==> src/rtl/load_store_unit.sv <==
// Load/store unit between a CPU request/response port and a single-cycle-read data memory.
// Sub-word stores are done as a read-modify-write over one extra cycle.
module load_store_unit #(
  parameter int unsigned MEM_WORDS = 64
) (
  input  logic        Clk,
  input  logic        Rst_n,
  input  logic        Req_Valid,
  output logic        Req_Ready,
  input  logic        Req_Write,
  input  logic [1:0]  Req_Size,
  input  logic        Req_Signed,
  input  logic [31:0] Req_Addr,
  input  logic [31:0] Req_WData,
  output logic        Rsp_Valid,
  input  logic        Rsp_Ready,
  output logic [31:0] Rsp_RData,
  output logic        Rsp_Fault,
  output logic [31:0] Mem_Addr,
  output logic        Mem_W_En,
  output logic [31:0] Mem_W_Data,
  input  logic [31:0] Mem_R_Data
);

  typedef enum logic [1:0] {IDLE, ACCESS, MERGE, RESP} state_e;

  state_e      state_q, state_d;
  logic        write_q, write_d;
  logic [1:0]  size_q, size_d;
  logic        signed_q, signed_d;
  logic [31:0] addr_q, addr_d;
  logic [31:0] wdata_q, wdata_d;
  logic [31:0] word_q, word_d;
  logic [31:0] rdata_q, rdata_d;
  logic        fault_q, fault_d;

  logic        req_fault;
  logic [4:0]  lane_sh;
  logic [31:0] lane_word;
  logic [31:0] load_val;
  logic [31:0] lane_mask;
  logic [31:0] merged;

  always_comb begin
    req_fault = (Req_Size == 2'b11)
              | ((Req_Size == 2'b01) & Req_Addr[0])
              | ((Req_Size == 2'b10) & (|Req_Addr[1:0]))
              | ({2'b00, Req_Addr[31:2]} >= MEM_WORDS);
  end

  // Halfword accesses are 2-byte aligned, so one byte-offset shift serves both lane sizes.
  always_comb begin
    lane_sh   = {addr_q[1:0], 3'b000};
    lane_word = Mem_R_Data >> lane_sh;
    case (size_q)
      2'b00:   load_val = {{24{signed_q & lane_word[7]}}, lane_word[7:0]};
      2'b01:   load_val = {{16{signed_q & lane_word[15]}}, lane_word[15:0]};
      default: load_val = Mem_R_Data;
    endcase
    lane_mask = (size_q == 2'b00) ? 32'h0000_00FF : 32'h0000_FFFF;
    merged    = (word_q & ~(lane_mask << lane_sh)) | ((wdata_q & lane_mask) << lane_sh);
  end

  always_comb begin
    state_d  = state_q;
    write_d  = write_q;
    size_d   = size_q;
    signed_d = signed_q;
    addr_d   = addr_q;
    wdata_d  = wdata_q;
    word_d   = word_q;
    rdata_d  = rdata_q;
    fault_d  = fault_q;
    case (state_q)
      IDLE: begin
        if (Req_Valid) begin
          write_d  = Req_Write;
          size_d   = Req_Size;
          signed_d = Req_Signed;
          addr_d   = Req_Addr;
          wdata_d  = Req_WData;
          rdata_d  = '0;
          fault_d  = req_fault;
          state_d  = req_fault ? RESP : ACCESS;
        end
      end
      ACCESS: begin
        if (!write_q) begin
          rdata_d = load_val;
          state_d = RESP;
        end else if (size_q == 2'b10) begin
          state_d = RESP;
        end else begin
          word_d  = Mem_R_Data;
          state_d = MERGE;
        end
      end
      MERGE: state_d = RESP;
      RESP: begin
        if (Rsp_Ready) state_d = IDLE;
      end
      default: state_d = IDLE;
    endcase
  end

  always_ff @(posedge Clk or negedge Rst_n) begin
    if (!Rst_n) begin
      state_q  <= IDLE;
      write_q  <= 1'b0;
      size_q   <= '0;
      signed_q <= 1'b0;
      addr_q   <= '0;
      wdata_q  <= '0;
      word_q   <= '0;
      rdata_q  <= '0;
      fault_q  <= 1'b0;
    end else begin
      state_q  <= state_d;
      write_q  <= write_d;
      size_q   <= size_d;
      signed_q <= signed_d;
      addr_q   <= addr_d;
      wdata_q  <= wdata_d;
      word_q   <= word_d;
      rdata_q  <= rdata_d;
      fault_q  <= fault_d;
    end
  end

  always_comb begin
    Req_Ready  = (state_q == IDLE);
    Rsp_Valid  = (state_q == RESP);
    Rsp_RData  = rdata_q;
    Rsp_Fault  = fault_q;
    Mem_Addr   = {addr_q[31:2], 2'b00};
    Mem_W_En   = 1'b0;
    Mem_W_Data = '0;
    if ((state_q == ACCESS) && write_q && (size_q == 2'b10)) begin
      Mem_W_En   = 1'b1;
      Mem_W_Data = wdata_q;
    end else if (state_q == MERGE) begin
      Mem_W_En   = 1'b1;
      Mem_W_Data = merged;
    end
  end

endmodule

==> config.mk <==
export PLATFORM = sky130hd
export DESIGN_NAME = load_store_unit
export DESIGN_NICKNAME = d
export VERILOG_FILES = /design/src/rtl/load_store_unit.sv
export SDC_FILE = /design/constraint.sdc
export NUM_CORES = 1
export LEC_CHECK = 0
export ABC_AREA = 1
export CELL_PAD_IN_SITES_DETAIL_PLACEMENT = 0
export CELL_PAD_IN_SITES_GLOBAL_PLACEMENT = 1
export CORE_MARGIN = 2
export CORE_UTILIZATION = 35
export CTS_BUF_LIST = sky130_fd_sc_hd__clkbuf_4
export CTS_CLUSTER_SIZE = 10
export DETAILED_ROUTE_END_ITERATION = 10
export PLACE_DENSITY = 0.93
export SLEW_MARGIN = 20
export SYNTH_ARGS = -nofsm -noshare
export SYNTH_HDL_FRONTEND = slang
export SYNTH_SLANG_ARGS = --single-unit
==> constraint.sdc <==
create_clock -name Clk -period 2.5 [get_ports Clk]
set_input_delay 0.5 -clock Clk [delete_from_list [all_inputs] [get_ports Clk]]
set_output_delay 0.5 -clock Clk [all_outputs]
set_load 0.1 [all_outputs]
==> results.py, run 1 <==
metrics = {
    "yosys": {
        "ys_ff_latch": 135,
        "yosysMostFrequentCell": "nand2_1",
        "ys_top_cells_by_count": "nand2_1 (468), dfrtp_1 (135), o21ai_0 (67), nor2_1 (55), inv_1 (44)",
        "async_flop_share_pct": 100.0,
        "synth_top_flop_cell": "dfrtp_1",
        "synth_top_area_share_pct": 46.93,
        "syn_inst": 965,
        "netlist-cell-type-count": 29,
        "synth_area_leaders": "dfrtp_1 (47%), nand2_1 (24%), o21ai_0 (4.7%)",
        "syn_area_mm2": 0.007198,
        "syn_avg_cell_area_um2": 7.459,
        "synth_top_area_cell": "dfrtp_1",
        "yosysSeqAreaShare_pct": 46.93,
        "synth_edf_count": 0,
        "yosys_warnings": 0,
    },
    "floorplanning": {
        "ios": 204,
        "core_area_mm2": 0.02023,
        "initial_core_util_pct": 35.57,
        "rows": 52,
        "dieArea_mm2": 0.02173,
        "die_w_um": 147.4,
        "dieHeight_um": 147.4,
    },
    "outcome": {
        "outcome": "finished with violations",
        "violations": "setup timing",
    },
    "critical_path": {
        "worstSetupStartpointType": "register",
        "endpoint_kind": "output port",
        "path_buf_inv": 5,
        "worst_ep_required_time_ns": 2.00,
        "cp_cell_sequence": "buf_6, inv_4, ha_2, inv_2, nor2_4, inv_2, o22ai_2, buf_12",
        "crit_slowest_cell": "dfrtp_1",
        "worstSetupPathType": "reg2out",
        "cp_top_family": "buffers and inverters",
        "crit_fanout": 8,
        "cp.arrival_ns": 2.14,
        "crit_path_frequent_cell": "inv_2",
        "max_stage_delay_ns": 0.44,
    },
    "clock_network": {
        "cts.sinks": 135,
        "cts_made_buffers": 17,
        "clock_latency_ns": 0.55,
        "root_buffer": "clkbuf_4",
        "cts_tree": "built",
        "cts.path.max_buffers": 2,
        "clkSlewWorstSetupHoldPaths_ns": 0.13,
        "htreeDepth": 4,
    },
    "detailed_routing": {
        "viasPerCell": 4.767,
        "wirelength_um": 23000,
        "dr.pass1.iters": 5,
        "drc": 0,
        "routedWlPerCell_um": 16.08,
        "antenna_left": 0,
        "vias": 6817,
        "drtIter0Drc": 598,
    },
    "global_route": {
        "grt_max_degree": 73,
        "grtUsageTotal_pct": 21.58,
        "antenna_found_initial": 2,
        "grt_overflow_total": 0,
        "grt_pass1_wl_um": 36470,
        "grt_pass1_vias": 6743,
    },
    "sta": {
        "clock_skew_ns": 0.02279,
        "slew_headroom_pct": 54.43,
        "fin_tns_setup_ns": -2.939,
        "hold_viol": 0,
        "whs_ns": 0.4117,
        "max_freq_mhz": 378.2,
        "period_share_pct": 105.8,
        "fin_ws_ns": -0.1444,
        "tightest_slew_ns": 0.6836,
        "setup_violations": 32,
        "period_needed_ns": 2.644,
        "rsz0062_at_grt": "true",
        "drv_slew": 0,
    },
    "finish": {
        "final_net_count": 1255,
        "area_growth_pct": 40.36,
        "final_cell_count_no_fill": 1430,
        "post_route_cells_drive_above_1_share_pct": 21.92,
        "num-fill-cells": 1948,
    },
    "job": {
        "drv_cap": 0,
    },
    "place": {
        "place_congestion": 0.8727,
        "dp_cells": 1383,
        "dpl_worst_slack_ns": 0.2653,
        "dp_hpwl_um": 17140,
        "port_buffers": 201,
    },
    "worst_hold_path": {
        "hold_path_class": "in2async",
    },
}
repair_timing:
action                                 CTS  global route
setup buffers                           10             5
endpoints found under the hold margin   38             0
resized for setup                       38            27
pin swaps                                5             9
cloned                                   1             0
setup endpoints to repair               33            33
hold buffers                             1             0
layout by cell type (no fill, tap or decap), types with 13 or more instances in the layout:
master	netlist	routed
nor2_1	55	55
nand2_1	468	430
dfrtp_1	135	133
nand2_2	4	40
mux2_2	13	13
clkdlybuf4s50_1	0	102
nand3_1	41	40
inv_1	44	40
buf_12	0	38
o21ai_0	67	65
clkbuf_4	0	20
buf_4	41	91
layout make-up:
cell class / count / area, µm² / area share, %
inverter: 53 / 211.5 / 2.093
timing repair buffer: 235 / 2509 / 24.83
tap: 270 / 337.8 / 3.344
antenna: 1 / 2.502 / 0.02477
sequential: 135 / 3381 / 33.46
clock inverter: 11 / 132.6 / 1.313
clock buffer: 20 / 150.1 / 1.486
multi-input combinational: 705 / 3379 / 33.45
routing by layer:
| layer | up-vias | part of all wire [%] | track usage, % |
|---|---|---|---|
| met3 | 36 | 7.4 | 5.463 |
| met1 | 3181 | 43 | 28.79 |
| met4 | 0 | 2.6 | 8.413 |
| met2 | 257 | 47 | 33.88 |
| li1 | 3343 | - | - |
| met5 | - | 0 | 0 |
stage by stage:
stage | cell area (µm²) | util [%]
floorplan | 7257 | -
global placement | 9510 | 47.00
detailed placement | 9510 | 47.00
CTS | 10040 | 49.60
global route | 10100 | 49.93
finish | 10100 | 49.93
state kept, by name (all words and copies together), names as in the netlist:
register	flops
Rsp_Fault	1
Rsp_RData	32
addr_q	32
signed_q	1
size_q	2
state_q	2
wdata_q	32
word_q	32
write_q	1
logic make-up after synthesis:
logic type               share of synthesized area, %
AO/OA/AOI/OAI                                   7.057
AND/OR/NAND/NOR                                 32.50
multiplexers                                    3.598
adder cells (fa/ha/maj)                        0.6953
other                                         0.05210
flip-flops                                      46.93
buffers and inverters                           9.160
worst register-to-register path, stage by stage (launching register included):
cell and delay [ns]:
dfrtp_1 0.44, buf_6 0.14, inv_4 0.05, ha_1 0.36, inv_2 0.05, nand2_1 0.11
nand3_4 0.10, nor2_8 0.24, inv_2 0.18, nor2_1 0.12, nand2_1 0.06, nand2_1 0.06
final timing paths:
check / from / to / slack, ns / cells past startpoint
setup / recovery: state_q[0]$_DFFE_PN0P_ / Mem_W_Data[2] / -0.14 / 8
hold / removal: Rst_n / wdata_q[18]$_DFFE_PN0P_ / 0.41 / 2
setup reg to reg: state_q[0]$_DFFE_PN0P_ / Rsp_RData[23]$_DFFE_PN0P_ / 0.52 / 11
hold reg to reg: Rsp_RData[14]$_DFFE_PN0P_ / Rsp_RData[14]$_DFFE_PN0P_ / 0.49 / 2
max in group asynchronous: Rst_n / addr_q[27]$_DFFE_PN0P_ / 1.29 / 3
min in group Clk: Req_WData[8] / wdata_q[8]$_DFFE_PN0P_ / 0.46 / 3
Power of run 1 is not shown: default switching activity piles up to over one toggle a cycle in this logic, so the estimate is an artifact.
==> inputs of run 2 (changes only) <==
--- a/config.mk
+++ b/config.mk
@@ -6,14 +6,12 @@
 export NUM_CORES = 1
 export LEC_CHECK = 0
 export ABC_AREA = 1
-export CELL_PAD_IN_SITES_DETAIL_PLACEMENT = 0
-export CELL_PAD_IN_SITES_GLOBAL_PLACEMENT = 1
 export CORE_MARGIN = 2
-export CORE_UTILIZATION = 35
+export CORE_UTILIZATION = 50
 export CTS_BUF_LIST = sky130_fd_sc_hd__clkbuf_4
 export CTS_CLUSTER_SIZE = 10
 export DETAILED_ROUTE_END_ITERATION = 10
-export PLACE_DENSITY = 0.93
+export PLACE_DENSITY = 0.94
 export SLEW_MARGIN = 20
 export SYNTH_ARGS = -nofsm -noshare
 export SYNTH_HDL_FRONTEND = slang
==> run 2 against run 1 <==
Effect of this change:
- the flow still finishes with violations (setup timing)
- design area increased by 0.90%
- worst hold slack got worse by 0.011 ns
- die area fell by 29%
- register-to-register slack lost 0.26 ns
- maximum frequency fell by 1.6%
- non-clock buffer count up 12
- first-iteration DRC count is 70% higher
- global-route usage increased by 11 points
- via count rose by 12%
- critical path depth up 1
- clock skew is 0.0086 ns lower
- cell count fell by 5.4%
- highest routed layer unchanged
==> results.py, run 2 (synthesis gave the netlist of run 1 again) <==
metrics = {
    "sta": {
        "period_needed_ns": 2.686,
        "setup_violations": 33,
        "period_share_pct": 107.4,
        "fin_ws_ns": -0.1862,
        "max_freq_mhz": 372.3,
        "rsz0062_at_grt": "true",
        "tightest_slew_ns": 0.6293,
        "clock_skew_ns": 0.01415,
        "slew_headroom_pct": 57.89,
        "drv_slew": 0,
        "hold_viol": 0,
    },
    "clock_network": {
        "root_buffer": "clkbuf_4",
        "cts.path.max_buffers": 2,
        "clkSlewWorstSetupHoldPaths_ns": 0.11,
        "clock_latency_ns": 0.57,
        "cts_tree": "built",
        "htreeDepth": 4,
        "cts.sinks": 135,
        "cts_made_buffers": 17,
    },
    "finish": {
        "num-fill-cells": 907,
        "final_cell_mix": "nand2_1 (420), dfrtp_1 (132), clkdlybuf4s50_1 (102), buf_4 (102), o21ai_0 (64)",
        "area_growth_pct": 41.63,
        "final_net_count": 1267,
        "final_cell_count_no_fill": 1353,
        "post_route_cells_drive_above_1_share_pct": 23.72,
        "final_common_cell": "nand2_1",
    },
    "place": {
        "port_buffers": 201,
        "dpl_worst_slack_ns": 0.2406,
        "dp_cells": 1292,
        "place_congestion": 0.9332,
        "dp_hpwl_um": 16670,
    },
    "critical_path": {
        "crit_fanout": 8,
        "r2r-end": "Rsp_RData[24]$_DFFE_PN0P_",
        "reg2reg_slack_ns": 0.26,
        "max_stage_delay_ns": 0.42,
        "r2r_start": "state_q[0]$_DFFE_PN0P_",
        "reg2reg_depth": 11,
        "cp_cell_sequence": "inv_2, ha_4, nand2_4, nor2_4, nor2_4, buf_12, inv_6, o22ai_2, buf_12",
        "crit_slowest_cell": "dfrtp_1",
        "worstSetupPathType": "reg2out",
        "worstSetupStartpointType": "register",
        "cp.arrival_ns": 2.19,
        "worst_ep_required_time_ns": 2.00,
        "endpoint_kind": "output port",
    },
    "global_route": {
        "grt_pass1_vias": 7354,
        "grt_max_degree": 60,
        "grt_pass1_wl_um": 37310,
        "grtUsageTotal_pct": 32.25,
        "antenna_found_initial": 1,
        "grt_overflow_total": 0,
    },
    "floorplanning": {
        "die_w_um": 124.0,
        "ios": 204,
        "dieArea_mm2": 0.01537,
        "dieHeight_um": 124.0,
        "initial_core_util_pct": 51.46,
        "rows": 43,
        "core_area_mm2": 0.01399,
    },
    "detailed_routing": {
        "drc": 0,
        "antenna_left": 0,
        "drtIter0Drc": 1018,
        "dr.pass1.iters": 7,
        "viasPerCell": 5.622,
        "wirelength_um": 25370,
        "vias": 7607,
        "routedWlPerCell_um": 18.75,
    },
    "outcome": {
        "outcome": "finished with violations",
        "violations": "setup timing",
    },
    "job": {
        "drv_cap": 0,
    },
    "worst_hold_path": {
        "hold_path_class": "in2async",
    },
}
run 2: cell types whose count changed in the layout (fill, tap and decap cells not counted), sizes merged:
cell and change:
buf +11, clkinv +1, clkinvlp -2, inv +1
clkbuf +2
run 2: repair_timing:
item | 4_1_cts | 5_1_grt
endpoints found under the hold margin | 29 | 0
gates cloned | 1 | 1
hold buffers | 1 | 0
setup buffers | 14 | 13
setup endpoints to repair | 33 | 33
gates resized for setup | 61 | 26
pin swaps | 7 | 5
run 2: final cells by class:
| cell class | instances | area, µm² | share of cell area, % |
|---|---|---|---|
| multi-input cells | 705 | 3430 | 33.64 |
| inverters | 53 | 216.5 | 2.123 |
| clock buffers | 21 | 157.7 | 1.546 |
| flip-flops and latches | 135 | 3382 | 33.17 |
| clock inverters | 11 | 131.4 | 1.289 |
| diodes | 1 | 2.502 | 0.02455 |
| well taps | 180 | 225.2 | 2.209 |
| repair buffers | 247 | 2650 | 25.99 |
run 2: layer usage:
layer  part of all wire [%]  global-route usage (%)  wire, µm
met5                      0                       0         0
met1                     36                   39.48      9078
met2                     48                   51.37     12240
met4                    5.6                   18.89      1427
met3                     10                   8.700      2619
run 2: how the worst max path moves through the flow:
stage	start	end	depth (start not counted)
floorplan	state_q[1]$_DFFE_PN0P_	Mem_W_Data[0]	7
global placement	state_q[1]$_DFFE_PN0P_	Mem_W_Data[26]	9
detailed placement	state_q[1]$_DFFE_PN0P_	Mem_W_Data[23]	9
CTS	state_q[0]$_DFFE_PN0P_	Mem_W_Data[14]	9
global route	state_q[1]$_DFFE_PN0P_	Mem_W_Data[3]	9
finish	state_q[1]$_DFFE_PN0P_	Mem_W_Data[5]	9
run 2: worst max-delay path, delay by kind of cell, from the launching register on:
kind                     cells  cell delay, ns
buffers and inverters        4            0.56
flip-flops                   1            0.42
AND/OR/NAND/NOR              3            0.35
adder cells (fa/ha/maj)      1            0.15
AO/OA/AOI/OAI                1            0.13
run 2: through the flow:
stage	area, µm²	TNS (ns)	utilization [%]	hold WS (ns)
after floorplan	7257	-0.3488	-	0.2044
after global placement	9374	0	67.01	0.4645
after detailed placement	9374	0	67.01	0.4660
after CTS	10020	-3.059	71.61	0.3973
after global routing	10190	-6.921	72.88	0.4315
final	10190	-5.328	72.88	0.4011
Power of run 2 is left out for the same reason.
